**config.mk**
```make
export PLATFORM = sky130hd
export DESIGN_NAME = uart_rx_param
export DESIGN_NICKNAME = d
export VERILOG_FILES = /design/src/rtl/uart_pkg.sv /design/src/rtl/uart_rx_fifo.sv /design/src/rtl/uart_rx_param.sv
export SDC_FILE = /design/constraint.sdc
export NUM_CORES = 1
export LEC_CHECK = 0
export ABC_AREA = 1
export CAP_MARGIN = 20
export CORE_ASPECT_RATIO = 0.6
export CORE_MARGIN = 3
export CORE_UTILIZATION = 40
export DETAILED_ROUTE_END_ITERATION = 16
export GPL_ROUTABILITY_DRIVEN = 0
export PLACE_DENSITY_LB_ADDON = 0.1
export REMOVE_ABC_BUFFERS = 1
export SLEW_MARGIN = 20
export SYNTH_ARGS = -nofsm -noshare
export SYNTH_HDL_FRONTEND = slang
export SYNTH_SLANG_ARGS = --single-unit
export TNS_END_PERCENT = 10
```
**constraint.sdc**
```tcl
create_clock -name clk -period 2.43 [get_ports clk]
set_input_delay 0.486 -clock clk [delete_from_list [all_inputs] [get_ports clk]]
set_output_delay 0.486 -clock clk [all_outputs]
set_load 0.02 [all_outputs]
```
**src/rtl/uart_pkg.sv**
```systemverilog
`default_nettype none
// ============================================================================
//  Module      : uart_pkg
//  Description : Shared types and default constants for the UART receive path.
//                rx_state_e   - receiver FSM state encoding
//                UART_*       - default baud-generator settings
//  Revision    : 1.0 - initial release
// ============================================================================
package uart_pkg;

    localparam int unsigned UART_OVERSAMPLE = 16;
    localparam int unsigned UART_CLK_DIV    = 27;

    typedef enum logic [2:0] {
        RX_IDLE   = 3'd0,
        RX_START  = 3'd1,
        RX_DATA   = 3'd2,
        RX_PARITY = 3'd3,
        RX_STOP   = 3'd4,
        RX_BREAK  = 3'd5
    } rx_state_e;

endpackage
`default_nettype wire

```
**src/rtl/uart_rx_fifo.sv**
```systemverilog
`default_nettype none
// ============================================================================
//  Module      : uart_rx_fifo
//  Description : Synchronous FIFO, WIDTH x DEPTH (DEPTH power of 2, >= 2).
//                A push while full is accepted only if a pop happens in the
//                same cycle; a pop while empty is ignored.
//  Ports       : clk, rst      - clock, asynchronous active-high reset
//                push_i/data_i - write request and data
//                pop_i         - read request (advances head)
//                data_o        - head entry
//                full_o/empty_o- occupancy flags
//  Revision    : 1.0 - initial release
// ============================================================================
module uart_rx_fifo #(
    parameter int unsigned WIDTH = 10,
    parameter int unsigned DEPTH = 4
) (
    input  logic             clk,
    input  logic             rst,
    input  logic             push_i,
    input  logic [WIDTH-1:0] data_i,
    input  logic             pop_i,
    output logic [WIDTH-1:0] data_o,
    output logic             full_o,
    output logic             empty_o
);

    localparam int unsigned ADDR_W = (DEPTH > 2) ? $clog2(DEPTH) : 1;

    // Pointers carry one extra wrap bit to tell full from empty.
    logic [ADDR_W:0]  wr_ptr_q;
    logic [ADDR_W:0]  rd_ptr_q;
    logic [WIDTH-1:0] mem_q [DEPTH];
    logic             w_do_push;
    logic             w_do_pop;

    assign empty_o   = (wr_ptr_q == rd_ptr_q);
    assign full_o    = (wr_ptr_q[ADDR_W] != rd_ptr_q[ADDR_W]) &&
                       (wr_ptr_q[ADDR_W-1:0] == rd_ptr_q[ADDR_W-1:0]);
    assign w_do_pop  = pop_i & ~empty_o;
    assign w_do_push = push_i & (~full_o | w_do_pop);
    assign data_o    = mem_q[rd_ptr_q[ADDR_W-1:0]];

    always_ff @(posedge clk or posedge rst) begin
        if (rst) begin
            wr_ptr_q <= '0;
            rd_ptr_q <= '0;
        end else begin
            if (w_do_push) wr_ptr_q <= wr_ptr_q + (ADDR_W+1)'(1);
            if (w_do_pop)  rd_ptr_q <= rd_ptr_q + (ADDR_W+1)'(1);
        end
    end

    // Storage needs no reset: entries are only visible once written.
    always_ff @(posedge clk) begin
        if (w_do_push) mem_q[wr_ptr_q[ADDR_W-1:0]] <= data_i;
    end

endmodule
`default_nettype wire

```
**src/rtl/uart_rx_param.sv**
```systemverilog
`default_nettype none
// ============================================================================
//  Module      : uart_rx_param
//  Description : Parametrised UART receiver. Oversampling baud generator with
//                mid-bit sampling, configurable data/parity/stop format,
//                per-character frame/parity flags and a receive FIFO with a
//                valid/ready output handshake.
//  Ports       : clk, rst       - clock, asynchronous active-high reset
//                rx_i           - serial line (idle high, asynchronous)
//                rx_data_o      - head character
//                rx_valid_o     - FIFO non-empty
//                rx_ready_i     - consumer accepts head character
//                frame_err_o    - head character had a low stop bit
//                parity_err_o   - head character failed parity
//                overrun_o      - pulse: completed character dropped (full)
//                busy_o         - receiver not idle
//  Revision    : 1.0 - initial release
// ============================================================================
module uart_rx_param
    import uart_pkg::*;
#(
    parameter int unsigned CLK_DIV    = UART_CLK_DIV,
    parameter int unsigned OVERSAMPLE = UART_OVERSAMPLE,
    parameter int unsigned DATA_BITS  = 8,
    parameter int unsigned PARITY_EN  = 0,
    parameter int unsigned PARITY_ODD = 0,
    parameter int unsigned STOP_BITS  = 1,
    parameter int unsigned FIFO_DEPTH = 4
) (
    input  logic                 clk,
    input  logic                 rst,
    input  logic                 rx_i,
    output logic [DATA_BITS-1:0] rx_data_o,
    output logic                 rx_valid_o,
    input  logic                 rx_ready_i,
    output logic                 frame_err_o,
    output logic                 parity_err_o,
    output logic                 overrun_o,
    output logic                 busy_o
);

    localparam int unsigned DIV_W   = $clog2(CLK_DIV);
    localparam int unsigned TICK_W  = $clog2(OVERSAMPLE);
    localparam int unsigned IDX_W   = $clog2(DATA_BITS);
    localparam int unsigned ENTRY_W = DATA_BITS + 2;

    typedef struct packed {
        logic                 frame_err;
        logic                 parity_err;
        logic [DATA_BITS-1:0] data;
    } rx_entry_t;

    // ------------------------------------------------------------------
    // Input synchroniser (idles high so reset does not look like a start)
    // ------------------------------------------------------------------
    logic sync1_q;
    logic rxs_q;

    always_ff @(posedge clk or posedge rst) begin
        if (rst) begin
            sync1_q <= 1'b1;
            rxs_q   <= 1'b1;
        end else begin
            sync1_q <= rx_i;
            rxs_q   <= sync1_q;
        end
    end

    // ------------------------------------------------------------------
    // FSM and datapath registers
    // ------------------------------------------------------------------
    rx_state_e            state_q,    state_d;
    logic [DIV_W-1:0]     div_cnt_q,  div_cnt_d;
    logic [TICK_W-1:0]    tick_cnt_q, tick_cnt_d;
    logic [IDX_W-1:0]     bit_idx_q,  bit_idx_d;
    logic                 stop_idx_q, stop_idx_d;
    logic [DATA_BITS-1:0] shift_q,    shift_d;
    logic                 frame_err_q, frame_err_d;
    logic                 parity_err_q, parity_err_d;
    logic                 overrun_q;

    logic      w_tick;
    logic      w_bit_end;
    logic      w_last_stop;
    logic      w_push;
    rx_entry_t w_push_entry;
    logic      w_pop;
    logic      w_full;
    logic      w_empty;
    logic [ENTRY_W-1:0] w_fifo_rdata;
    rx_entry_t w_head;

    assign w_tick      = (div_cnt_q == DIV_W'(CLK_DIV - 1));
    assign w_bit_end   = w_tick && (tick_cnt_q == TICK_W'(OVERSAMPLE - 1));
    assign w_last_stop = (STOP_BITS == 1) ? 1'b1 : stop_idx_q;

    // State register
    always_ff @(posedge clk or posedge rst) begin
        if (rst) state_q <= RX_IDLE;
        else     state_q <= state_d;
    end

    // Datapath registers
    always_ff @(posedge clk or posedge rst) begin
        if (rst) begin
            div_cnt_q    <= '0;
            tick_cnt_q   <= '0;
            bit_idx_q    <= '0;
            stop_idx_q   <= 1'b0;
            shift_q      <= '0;
            frame_err_q  <= 1'b0;
            parity_err_q <= 1'b0;
        end else begin
            div_cnt_q    <= div_cnt_d;
            tick_cnt_q   <= tick_cnt_d;
            bit_idx_q    <= bit_idx_d;
            stop_idx_q   <= stop_idx_d;
            shift_q      <= shift_d;
            frame_err_q  <= frame_err_d;
            parity_err_q <= parity_err_d;
        end
    end

    // Next-state logic
    always_comb begin
        state_d      = state_q;
        div_cnt_d    = w_tick ? '0 : div_cnt_q + DIV_W'(1);
        tick_cnt_d   = tick_cnt_q;
        bit_idx_d    = bit_idx_q;
        stop_idx_d   = stop_idx_q;
        shift_d      = shift_q;
        frame_err_d  = frame_err_q;
        parity_err_d = parity_err_q;

        // Within a bit, count ticks; the bit-end tick wraps to 0.
        if (w_tick && state_q != RX_IDLE && state_q != RX_BREAK) begin
            tick_cnt_d = w_bit_end ? '0 : tick_cnt_q + TICK_W'(1);
        end

        case (state_q)
            RX_IDLE: begin
                if (!rxs_q) begin
                    // Re-phase the divider to the start edge so that the
                    // half-bit count lands on the centre of the start bit.
                    state_d    = RX_START;
                    div_cnt_d  = '0;
                    tick_cnt_d = '0;
                end
            end
            RX_START: begin
                if (w_tick && tick_cnt_q == TICK_W'(OVERSAMPLE/2 - 1)) begin
                    tick_cnt_d = '0;
                    if (!rxs_q) begin
                        state_d      = RX_DATA;
                        bit_idx_d    = '0;
                        frame_err_d  = 1'b0;
                        parity_err_d = 1'b0;
                    end else begin
                        state_d = RX_IDLE;
                    end
                end
            end
            RX_DATA: begin
                if (w_bit_end) begin
                    shift_d[bit_idx_q] = rxs_q;
                    if (bit_idx_q == IDX_W'(DATA_BITS - 1)) begin
                        state_d    = (PARITY_EN != 0) ? RX_PARITY : RX_STOP;
                        stop_idx_d = 1'b0;
                    end else begin
                        bit_idx_d = bit_idx_q + IDX_W'(1);
                    end
                end
            end
            RX_PARITY: begin
                if (w_bit_end) begin
                    parity_err_d = ((^shift_q) ^ rxs_q) != 1'(PARITY_ODD);
                    state_d      = RX_STOP;
                    stop_idx_d   = 1'b0;
                end
            end
            RX_STOP: begin
                if (w_bit_end) begin
                    if (!rxs_q) frame_err_d = 1'b1;
                    if (w_last_stop) state_d = rxs_q ? RX_IDLE : RX_BREAK;
                    else             stop_idx_d = 1'b1;
                end
            end
            RX_BREAK: begin
                if (rxs_q) state_d = RX_IDLE;
            end
            default: state_d = RX_IDLE;
        endcase
    end

    // Output logic: the push carries the final stop sample directly so the
    // character enters the FIFO on the same edge that samples it.
    always_comb begin
        busy_o                  = (state_q != RX_IDLE);
        w_push                  = (state_q == RX_STOP) && w_bit_end && w_last_stop;
        w_push_entry.frame_err  = frame_err_q | ~rxs_q;
        w_push_entry.parity_err = parity_err_q;
        w_push_entry.data       = shift_q;
    end

    // ------------------------------------------------------------------
    // Receive FIFO and handshake
    // ------------------------------------------------------------------
    assign w_pop = ~w_empty & rx_ready_i;

    uart_rx_fifo #(
        .WIDTH (ENTRY_W),
        .DEPTH (FIFO_DEPTH)
    ) u_fifo (
        .clk     (clk),
        .rst     (rst),
        .push_i  (w_push),
        .data_i  (w_push_entry),
        .pop_i   (w_pop),
        .data_o  (w_fifo_rdata),
        .full_o  (w_full),
        .empty_o (w_empty)
    );

    always_ff @(posedge clk or posedge rst) begin
        if (rst) overrun_q <= 1'b0;
        else     overrun_q <= w_push & w_full & ~w_pop;
    end

    assign w_head       = w_fifo_rdata;
    assign rx_valid_o   = ~w_empty;
    // Outputs read as zero while the FIFO holds nothing.
    assign rx_data_o    = w_empty ? '0   : w_head.data;
    assign frame_err_o  = w_empty ? 1'b0 : w_head.frame_err;
    assign parity_err_o = w_empty ? 1'b0 : w_head.parity_err;
    assign overrun_o    = overrun_q;

endmodule
`default_nettype wire

```
Yosys cells after proc, flatten, opt, wreduce, memory -nomap -nowiden
Memories as Yosys holds them, arrays and structs flattened.
Index checks and enable logic that the tools add are counted.
- memories kept: 1
- register bits: 34
- memory bits (writable): 40
- output and inout port bits: 13
- reduce and logical (&&, ||, !) cells: 18
- bitwise gates (word level): 12
- add/subtract/negate cells: 5
- muxes and demuxes: 38
- magnitude comparators: 2
- equal/unequal tests: 23
- memory list (memory ; depth ; width ; read ports ; clocked after Yosys merged registers in ; write ports ; RTL line ; RTL):
    u_fifo.mem_q ; 4 ; 10 ; 1 ; 0 ; 1 ; uart_rx_fifo.sv:33 ; logic [WIDTH-1:0] mem_q [DEPTH];
- operators by type and width (cell ; count):
    $mux W3 ; 12
    $ne A2 B2 Y1 const B ; 10
    $pmux W3 S6 ; 1
    $mux W4 ; 4
    $mux W5 ; 3
    $mux W1 ; 10
    $reduce_and A5 Y1 ; 2
    $add A3 B1 Y3 const B ; 3
    $eq A3 B3 Y1 const B ; 3
    $bwmux W8 ; 1
    $mux W8 ; 1
    $pmux W4 S2 ; 1
    $reduce_xor A8 Y1 ; 1
    $logic_and A1 B1 Y1 ; 7
    $reduce_and A7 Y1 ; 1
    $eq A3 B2 Y1 const B ; 2
    $pmux W3 S2 ; 1
    $reduce_bool A2 Y1 ; 3
    $add A5 B1 Y5 const B ; 1
    $and A1 B1 Y1 ; 5
    $eq A5 B5 Y1 const B ; 1
    $add A4 B1 Y4 const B ; 1
    $eq A4 B3 Y1 const B ; 1
    $eq A4 B4 Y1 const B ; 1
    other kinds (17) ; 22

Longest topological paths before layout
Gate-level depths: netlist of run 1.
- word-level depth: 8
- depth in mapped cells: 11
- mapped depth without buffers: 11

By module
A second synthesis of run 1 with hierarchy kept.
- cell total of the unflattened synthesis: 414
- area, all modules: 3698.5 µm²
- by module, submodules not included (module ; times used ; area each (µm²) ; sequential area each (µm²) ; cells an instance):
    uart_rx_fifo ; 1 ; 1913.1 ; 1351.3 ; 158
    uart_rx_param ; 1 ; 1785.5 ; 703.2 ; 256

Worst setup path before layout of run 1
Ideal clock, no wire load.
- path type: reg2reg
- start: register div_cnt_q[0]
- end: memory u_fifo.mem_q[0][0] (enable)
- stages on the path, launching flop included: 9
- data arrival time: 1.620 ns
- setup slack: 0.433 ns
- data required time: 2.054 ns
- clock period less this slack: 1.997 ns
- buffers on the path: 0
- cell sequence: dfrtp_1 -> inv_1 -> ha_1 -> nand2_1 -> nor2_2 -> nand2_2 -> nor2_4 -> nand2_4 -> nor2_1
- cells in the longest elaborated chain, start to end: 6
- RTL lines (element ; RTL line ; RTL):
    from (decl) ; uart_rx_param.sv:73 ; logic [DIV_W-1:0] div_cnt_q, div_cnt_d;
    from (signal assigned) ; uart_rx_param.sv:114 ; div_cnt_q <= div_cnt_d;
    $eq A5 B5 Y1 ; uart_rx_param.sv:93 ; assign w_tick = (div_cnt_q == DIV_W'(CLK_DIV - 1));
    $logic_and A1 B1 Y1 ; uart_rx_param.sv:94 ; assign w_bit_end = w_tick && (tick_cnt_q == TICK_W'(OVERSAMPLE - 1));
    $logic_and A1 B1 Y1 ; uart_rx_param.sv:199 ; w_push = (state_q == RX_STOP) && w_bit_end && w_last_stop;
    $and A1 B1 Y1 ; uart_rx_fifo.sv:41 ; assign w_do_push = push_i & (~full_o | w_do_pop);
    $mux W1 ; uart_rx_fifo.sv:56 ; if (w_do_push) mem_q[wr_ptr_q[ADDR_W-1:0]] <= data_i;
    $mux W1 (implied by the code) ; uart_rx_fifo.sv:56 ;
    to (decl) ; uart_rx_fifo.sv:33 ;
No other way between the ends.

Final worst setup path of run 1
- start: register u_fifo.rd_ptr_q[0]
- end: output rx_data_o[5]
- cells in the longest elaborated chain, start to end: 2
- elaborated cells on any way between the ends: 3
- classes of those cells: eq/ne: 1; mux: 1; memory: 1
- RTL lines (element ; RTL line ; RTL):
    from (decl) ; uart_rx_fifo.sv:32 ; logic [ADDR_W:0] rd_ptr_q;
    from (signal assigned) ; uart_rx_fifo.sv:50 ; if (w_do_pop) rd_ptr_q <= rd_ptr_q + (ADDR_W+1)'(1);
    $mem_v2 Z4 W10 / $eq A3 B3 Y1 (equally long branches) ; n/a ;
    $mux W8 * ; uart_rx_param.sv:232 ; assign rx_data_o = w_empty ? '0 : w_head.data;
    to (decl) ; uart_rx_param.sv:33 ; output logic [DATA_BITS-1:0] rx_data_o,
Mark *: on every way between the ends. The rest lies on a longest branch, timed or not.

==> impl_metrics.tcl, run 1 <==
set metrics [dict create \
    status "completed" \
    wl_per_cell_um 13.3 \
    numCtsBuffers 9 \
    avgSynthCellArea_um2 9.22 \
    path_max_fanout 10 \
    worst_hold_path_type "reg2reg" \
    cp-end-kind "output port" \
    ys.warnings.count 0 \
    drv_cap 0 \
    netlist.top_cell.by_area "edfxtp_1" \
    clockBufferDepth 2 \
    antenna_found_initial 0 \
    track_usage_pct 15.6 \
    core_area_um2 8650 \
    synth_seq_cells 74 \
    clock-skew-final_ps 7.09 \
    synth_edf_count 40 \
    synthMostInstantiatedCell "nand2_1" \
    ioPinCount 17 \
    synth_top_area_share_pct 33.1 \
    arrival_ps 1850 \
    first_pass_iters 6 \
    cts_tree "done" \
    crit_start "u_fifo.rd_ptr_q[0]" \
    std_cell_rows 26 \
    layout.nets 439 \
    multi_input_area_um2 1360 \
    ys.flop_type "edfxtp_1" \
    dpl.hpwl_um 4850 \
    power_density_nw_per_um2 844 \
    r2r_cells 8 \
    worstMarginPinSlew_ps 464 \
    dieArea_um2 10300 \
    first_iter_violations 191 \
    cts-root-buf "clkbuf_16" \
    drtAntennaViolNets 0 \
    hold_viol 0 \
    seq_area_um2 2050 \
    ir_worst_vdd_mv 0.440 \
    area_growth_pct 17.2 \
    cts.clk_slew.worst_paths_ps 60 \
    n_antenna_cell 0 \
    numPortBuffers 16 \
    crit-reg2reg-launch "div_cnt_q[0]" \
    start_util_pct 42.0 \
    num_vias 2578 \
    h-tree-depth 3 \
    clock_sinks 74 \
    crit_type "reg2out" \
    grt_max_degree 35 \
    period_share_pct 96.2 \
    grt_pass1_wl_um 12200 \
    period_needed_ps 2340 \
    synth_common_cells "95 x nand2_1, 60 x nor2_1, 47 x inv_1" \
    drive_above_1_share_pct 11.4 \
    stdcell_count 542 \
    yosysSeqAreaShare_pct 56.6 \
    cp.required_ps 1940 \
    r2r-end "u_fifo.mem_q[3][4]" \
    grt_overflow 0 \
    drv_slew 0 \
    syn_inst 394 \
    slew_headroom_pct 69.0 \
    cp-start-kind "flip-flop" \
    ys_types 33 \
    setup_viol 0 \
    viasPerCell 4.76 \
    dp.cells 526 \
    die_x_um 129 \
    rrSetupSlack_ps 580 \
    synthTopCellsByArea "edfxtp_1 33%, dfrtp_1 22%, nand2_1 9.8%" \
    clk-insertion-delay-late_ps 330 \
    fillers 796 \
    syn-cell-area_um2 3630 \
    die_h_um 79.8 \
    p_total_mw 3.59 \
    finalWirelength_um 7230 \
    synth-async-reset-ratio_pct 45.9 \
    drc 0 \
    postCtsHoldBufs 0 \
    rsz0062_at_grt "true" \
    cp-endpoint "rx_data_o[5]" \
    grt_pass1_vias 2392 \
    leakagePower_nw 1.97 \
    max_freq_mhz 428 \
]
## routing by layer
metal / vias to the layer above / part of all wire, % / GRT usage, %
li1: 1354 / - / -
met1: 1175 / 54 / 22.3
met2: 41 / 41 / 21.7
met3: 8 / 3.8 / 5.48
met4: 0 / 1.1 / 5.35
met5: - / 0 / 0
## cell usage in the layout (no fill, tap or decap), drive strengths merged
| cell type | count |
|---|---|
| nor2 | 65 |
| a211oi | 3 |
| buf | 12 |
| nand4 | 2 |
| nor3 | 5 |
| xor2 | 6 |
| o22ai | 1 |
| nor3b | 1 |
| o211ai | 1 |
| o21ai | 28 |
| clkinvlp | 2 |
| edfxtp | 40 |
| dlygate4sd2 | 8 |
| xnor2 | 4 |
| o32ai | 10 |
| a21oi | 4 |
| nand3 | 22 |
| clkdlybuf4s50 | 5 |
| clkbuf | 11 |
| clkinv | 3 |
| or2 | 1 |
| dfrtp | 32 |
| ha | 10 |
| clkdlybuf4s15 | 3 |
| dfstp | 2 |
| nand2 | 97 |
| inv | 52 |
## worst max-delay path, cell delays in order (launching register included)
cell and delay, ps:
dfrtp_1 430, inv_2 100, buf_4 180, nor2_1 50
o32ai_1 290, nand2_1 90, inv_1 60, dlygate4sd2_1 320
## cells by family (layout without fill, tap and decap cells)
| family | after synthesis | after routing | share of synthesized area, % |
|---|---|---|---|
| compound gates | 47 | 47 | 7.93 |
| fa+ha+maj | 10 | 10 | 3.45 |
| xor+xnor | 10 | 10 | 2.41 |
| flops | 74 | 74 | 56.6 |
| simple gates | 193 | 193 | 23.4 |
| buf+inv | 60 | 96 | 6.20 |
## flip-flops by register name (all words and copies together), names as in the netlist, 3 cells and up
signal and count:
shift_q 8, bit_idx_q 3, state_q 3, tick_cnt_q 4, div_cnt_q 5, u_fifo.rd_ptr_q 3, u_fifo.wr_ptr_q 3, u_fifo.mem_q 40
## through the flow
stage / hold slack [ps] / setup slack, ps / setup TNS [ps] / area (um2) / util, %
2_1_floorplan: 345 / 177 / 0 / 3600 / -
3_3_place_gp: 347 / 140 / 0 / 3990 / 46.1
3_5_place_dp: 350 / 150 / 0 / 3990 / 46.1
4_1_cts: 353 / 44.0 / 0 / 4240 / 49.0
5_1_grt: 354 / -9.00 / -9.00 / 4260 / 49.2
6_report: 353 / 92.4 / 0 / 4260 / 49.2
## worst min path at each step
stage                        from    end  slack [ps]  cells after the start
after floorplan           sync1_q  rxs_q         350                      0
after CTS                 sync1_q  rxs_q         350                      0
after global routing      sync1_q  rxs_q         350                      0
after detailed placement  sync1_q  rxs_q         350                      0
final                     sync1_q  rxs_q         350                      0
after global placement    sync1_q  rxs_q         350                      0
## timing repair
action / CTS / global route
gates resized for setup: 11 / 6
setup buffers: 0 / 0
pin swaps: 0 / 0
setup endpoints to repair: 11 / 10
## layout make-up
class / count / share of cell area [%]
clock buffer: 11 / 5.47
clock inverter: 5 / 0.735
inverter: 52 / 4.59
multi-input combinational: 260 / 32.0
sequential: 74 / 48.3
tap: 112 / 3.29
timing repair buffer: 28 / 5.64
## where the power goes
group / switching [mW] / total (mW) / internal, mW
sequential: 0.0295 / 1.37 / 1.34
clock: 0.502 / 1.19 / 0.686
combinational: 0.631 / 1.03 / 0.399
total: 1.16 / 3.59 / 2.43
No activity file was read; power rests on OpenSTA's default activity.
==> run 2: changes to the inputs <==
--- a/config.mk
+++ b/config.mk
@@ -9,7 +9,7 @@
 export CAP_MARGIN = 20
 export CORE_ASPECT_RATIO = 0.6
 export CORE_MARGIN = 3
-export CORE_UTILIZATION = 40
+export CORE_UTILIZATION = 25
 export DETAILED_ROUTE_END_ITERATION = 16
 export GPL_ROUTABILITY_DRIVEN = 0
 export PLACE_DENSITY_LB_ADDON = 0.1
==> impl_metrics.tcl, run 2 (synthesis results as in run 1) <==
set metrics [dict create \
    largest_reg_flops 40 \
    stdcell_count 622 \
    status "completed" \
    hold_viol 0 \
    worst-path-buf-inv 4 \
    clock_sinks 74 \
    critPathTopFamily "buffers and inverters" \
    first_iter_violations 126 \
    antenna_found_initial 0 \
    wl_per_cell_um 13.0 \
    crit_type "reg2out" \
    cts-root-buf "clkbuf_16" \
    period_share_pct 94.2 \
    n_antenna_cell 0 \
    dp.cells 607 \
    die_x_um 162 \
    drive_above_1_share_pct 13.0 \
    layout_commonest_cell "nand2_1" \
    drv_cap 0 \
    grt_overflow 0 \
    rsz0062_at_grt "true" \
    grt_max_degree 35 \
    area_growth_pct 21.3 \
    postLayoutCoreUtil_pct 31.6 \
    numPortBuffers 16 \
    dpl.hpwl_um 5680 \
    clockBufferDepth 2 \
    grt_pass1_wl_um 13500 \
    slew_headroom_pct 69.2 \
    postCtsSetupRepairBufs 0 \
    arrival_ps 1800 \
    post-place-ws_ps 133 \
    cts.clk_slew.worst_paths_ps 60 \
    layout.nets 440 \
    cp-start-kind "flip-flop" \
    setup_slack_ps 142 \
    final_cell_mix "95 x nand2_1, 60 x nor2_1, 47 x inv_1" \
    slowest_delay_ps 390 \
    period_needed_ps 2290 \
    cts_resized 13 \
    ir_worst_vdd_mv 0.357 \
    worst_hold_path_type "reg2reg" \
    cp.required_ps 1940 \
    max_freq_mhz 437 \
    slowest_stage "dfrtp_1" \
    start_util_pct 26.1 \
    drtAntennaViolNets 0 \
    dieArea_um2 16100 \
    first_pass_iters 4 \
    clk-insertion-delay-late_ps 330 \
    viasPerCell 4.16 \
    setup_viol 0 \
    numCtsBuffers 9 \
    cp-end-kind "output port" \
    clock-skew-final_ps 9.71 \
    path_cells "inv_1 > buf_4 > nor2_1 > o32ai_1 > nand2_1 > inv_1 > dlygate4sd2_1" \
    finalWirelength_um 8080 \
    ioPinCount 17 \
    leakagePower_nw 2.02 \
    holdWs_ps 355 \
    track_usage_pct 11.0 \
    grt_pass1_vias 2518 \
    h-tree-depth 3 \
    drv_slew 0 \
    fillers 1484 \
    postCtsHoldBufs 0 \
    std_cell_rows 33 \
    die_h_um 99.4 \
    drc 0 \
    power_density_nw_per_um2 844 \
    core_area_um2 13900 \
    worstMarginPinSlew_ps 462 \
    num_vias 2589 \
    cpMostUsedCell "inv_1" \
    cts_tree "done" \
    path_max_fanout 10 \
]
[run 2: worst paths after layout]
kind / slack (ps) / cells past startpoint / to / start
hold reg to reg: 360 / 0 / rxs_q / sync1_q
setup reg to reg: 540 / 8 / u_fifo.mem_q[3][8] / div_cnt_q[0]
hold / removal: 360 / 0 / rxs_q / sync1_q
setup / recovery: 140 / 7 / rx_data_o[1] / u_fifo.rd_ptr_q[0]
max in group asynchronous: 1500 / 3 / sync1_q / rst
min in group asynchronous: 560 / 3 / u_fifo.wr_ptr_q[2] / rst
[run 2: metrics by stage]
| stage | cell area, um2 | setup TNS, ps | power, mW |
|---|---|---|---|
| CTS | 4400 | -127 | 3.78 |
| floorplan | 3600 | 0 | 2.03 |
| global placement | 4120 | 0 | 2.60 |
| detailed placement | 4120 | 0 | 2.59 |
| finish | 4400 | 0 | 3.71 |
| global route | 4400 | -21.0 | 3.95 |
[run 2: worst register-to-register path: stages (launching register included)]
cell and delay, ps:
dfrtp_1 410, inv_1 70, ha_1 160, nand2_1 70, nor2_2 190, nand2_2 110, nor2_4 110, nand2_4 100
nor2_4 330
[run 2: layout make-up]
cell class	instances	area (um2)	share of cell area, %
clock inverters	6	43.8	0.995
inverters	52	195	4.43
multi-input cells	260	1380	31.3
repair buffers	29	267	6.05
flip-flops and latches	74	2050	46.7
clock buffers	9	225	5.12
well taps	192	240	5.46
[run 2: per-layer routing]
metal | wire [um] | part of all wire (%) | vias to the layer above | track usage (%)
met5 | 0 | 0 | - | 0
met1 | 4460 | 55 | 1192 | 16.2
li1 | - | - | 1347 | -
met2 | 3120 | 39 | 39 | 15.4
met3 | 390 | 4.8 | 11 | 3.45
met4 | 112 | 1.4 | 0 | 3.04
[run 2: power breakdown]
group	total (mW)	switching, mW	internal, mW	leakage (nW)
logic	1.13	0.678	0.456	1.00
clock network	1.21	0.522	0.688	0.132
registers	1.37	0.0277	1.34	0.882
total	3.71	1.23	2.49	2.02
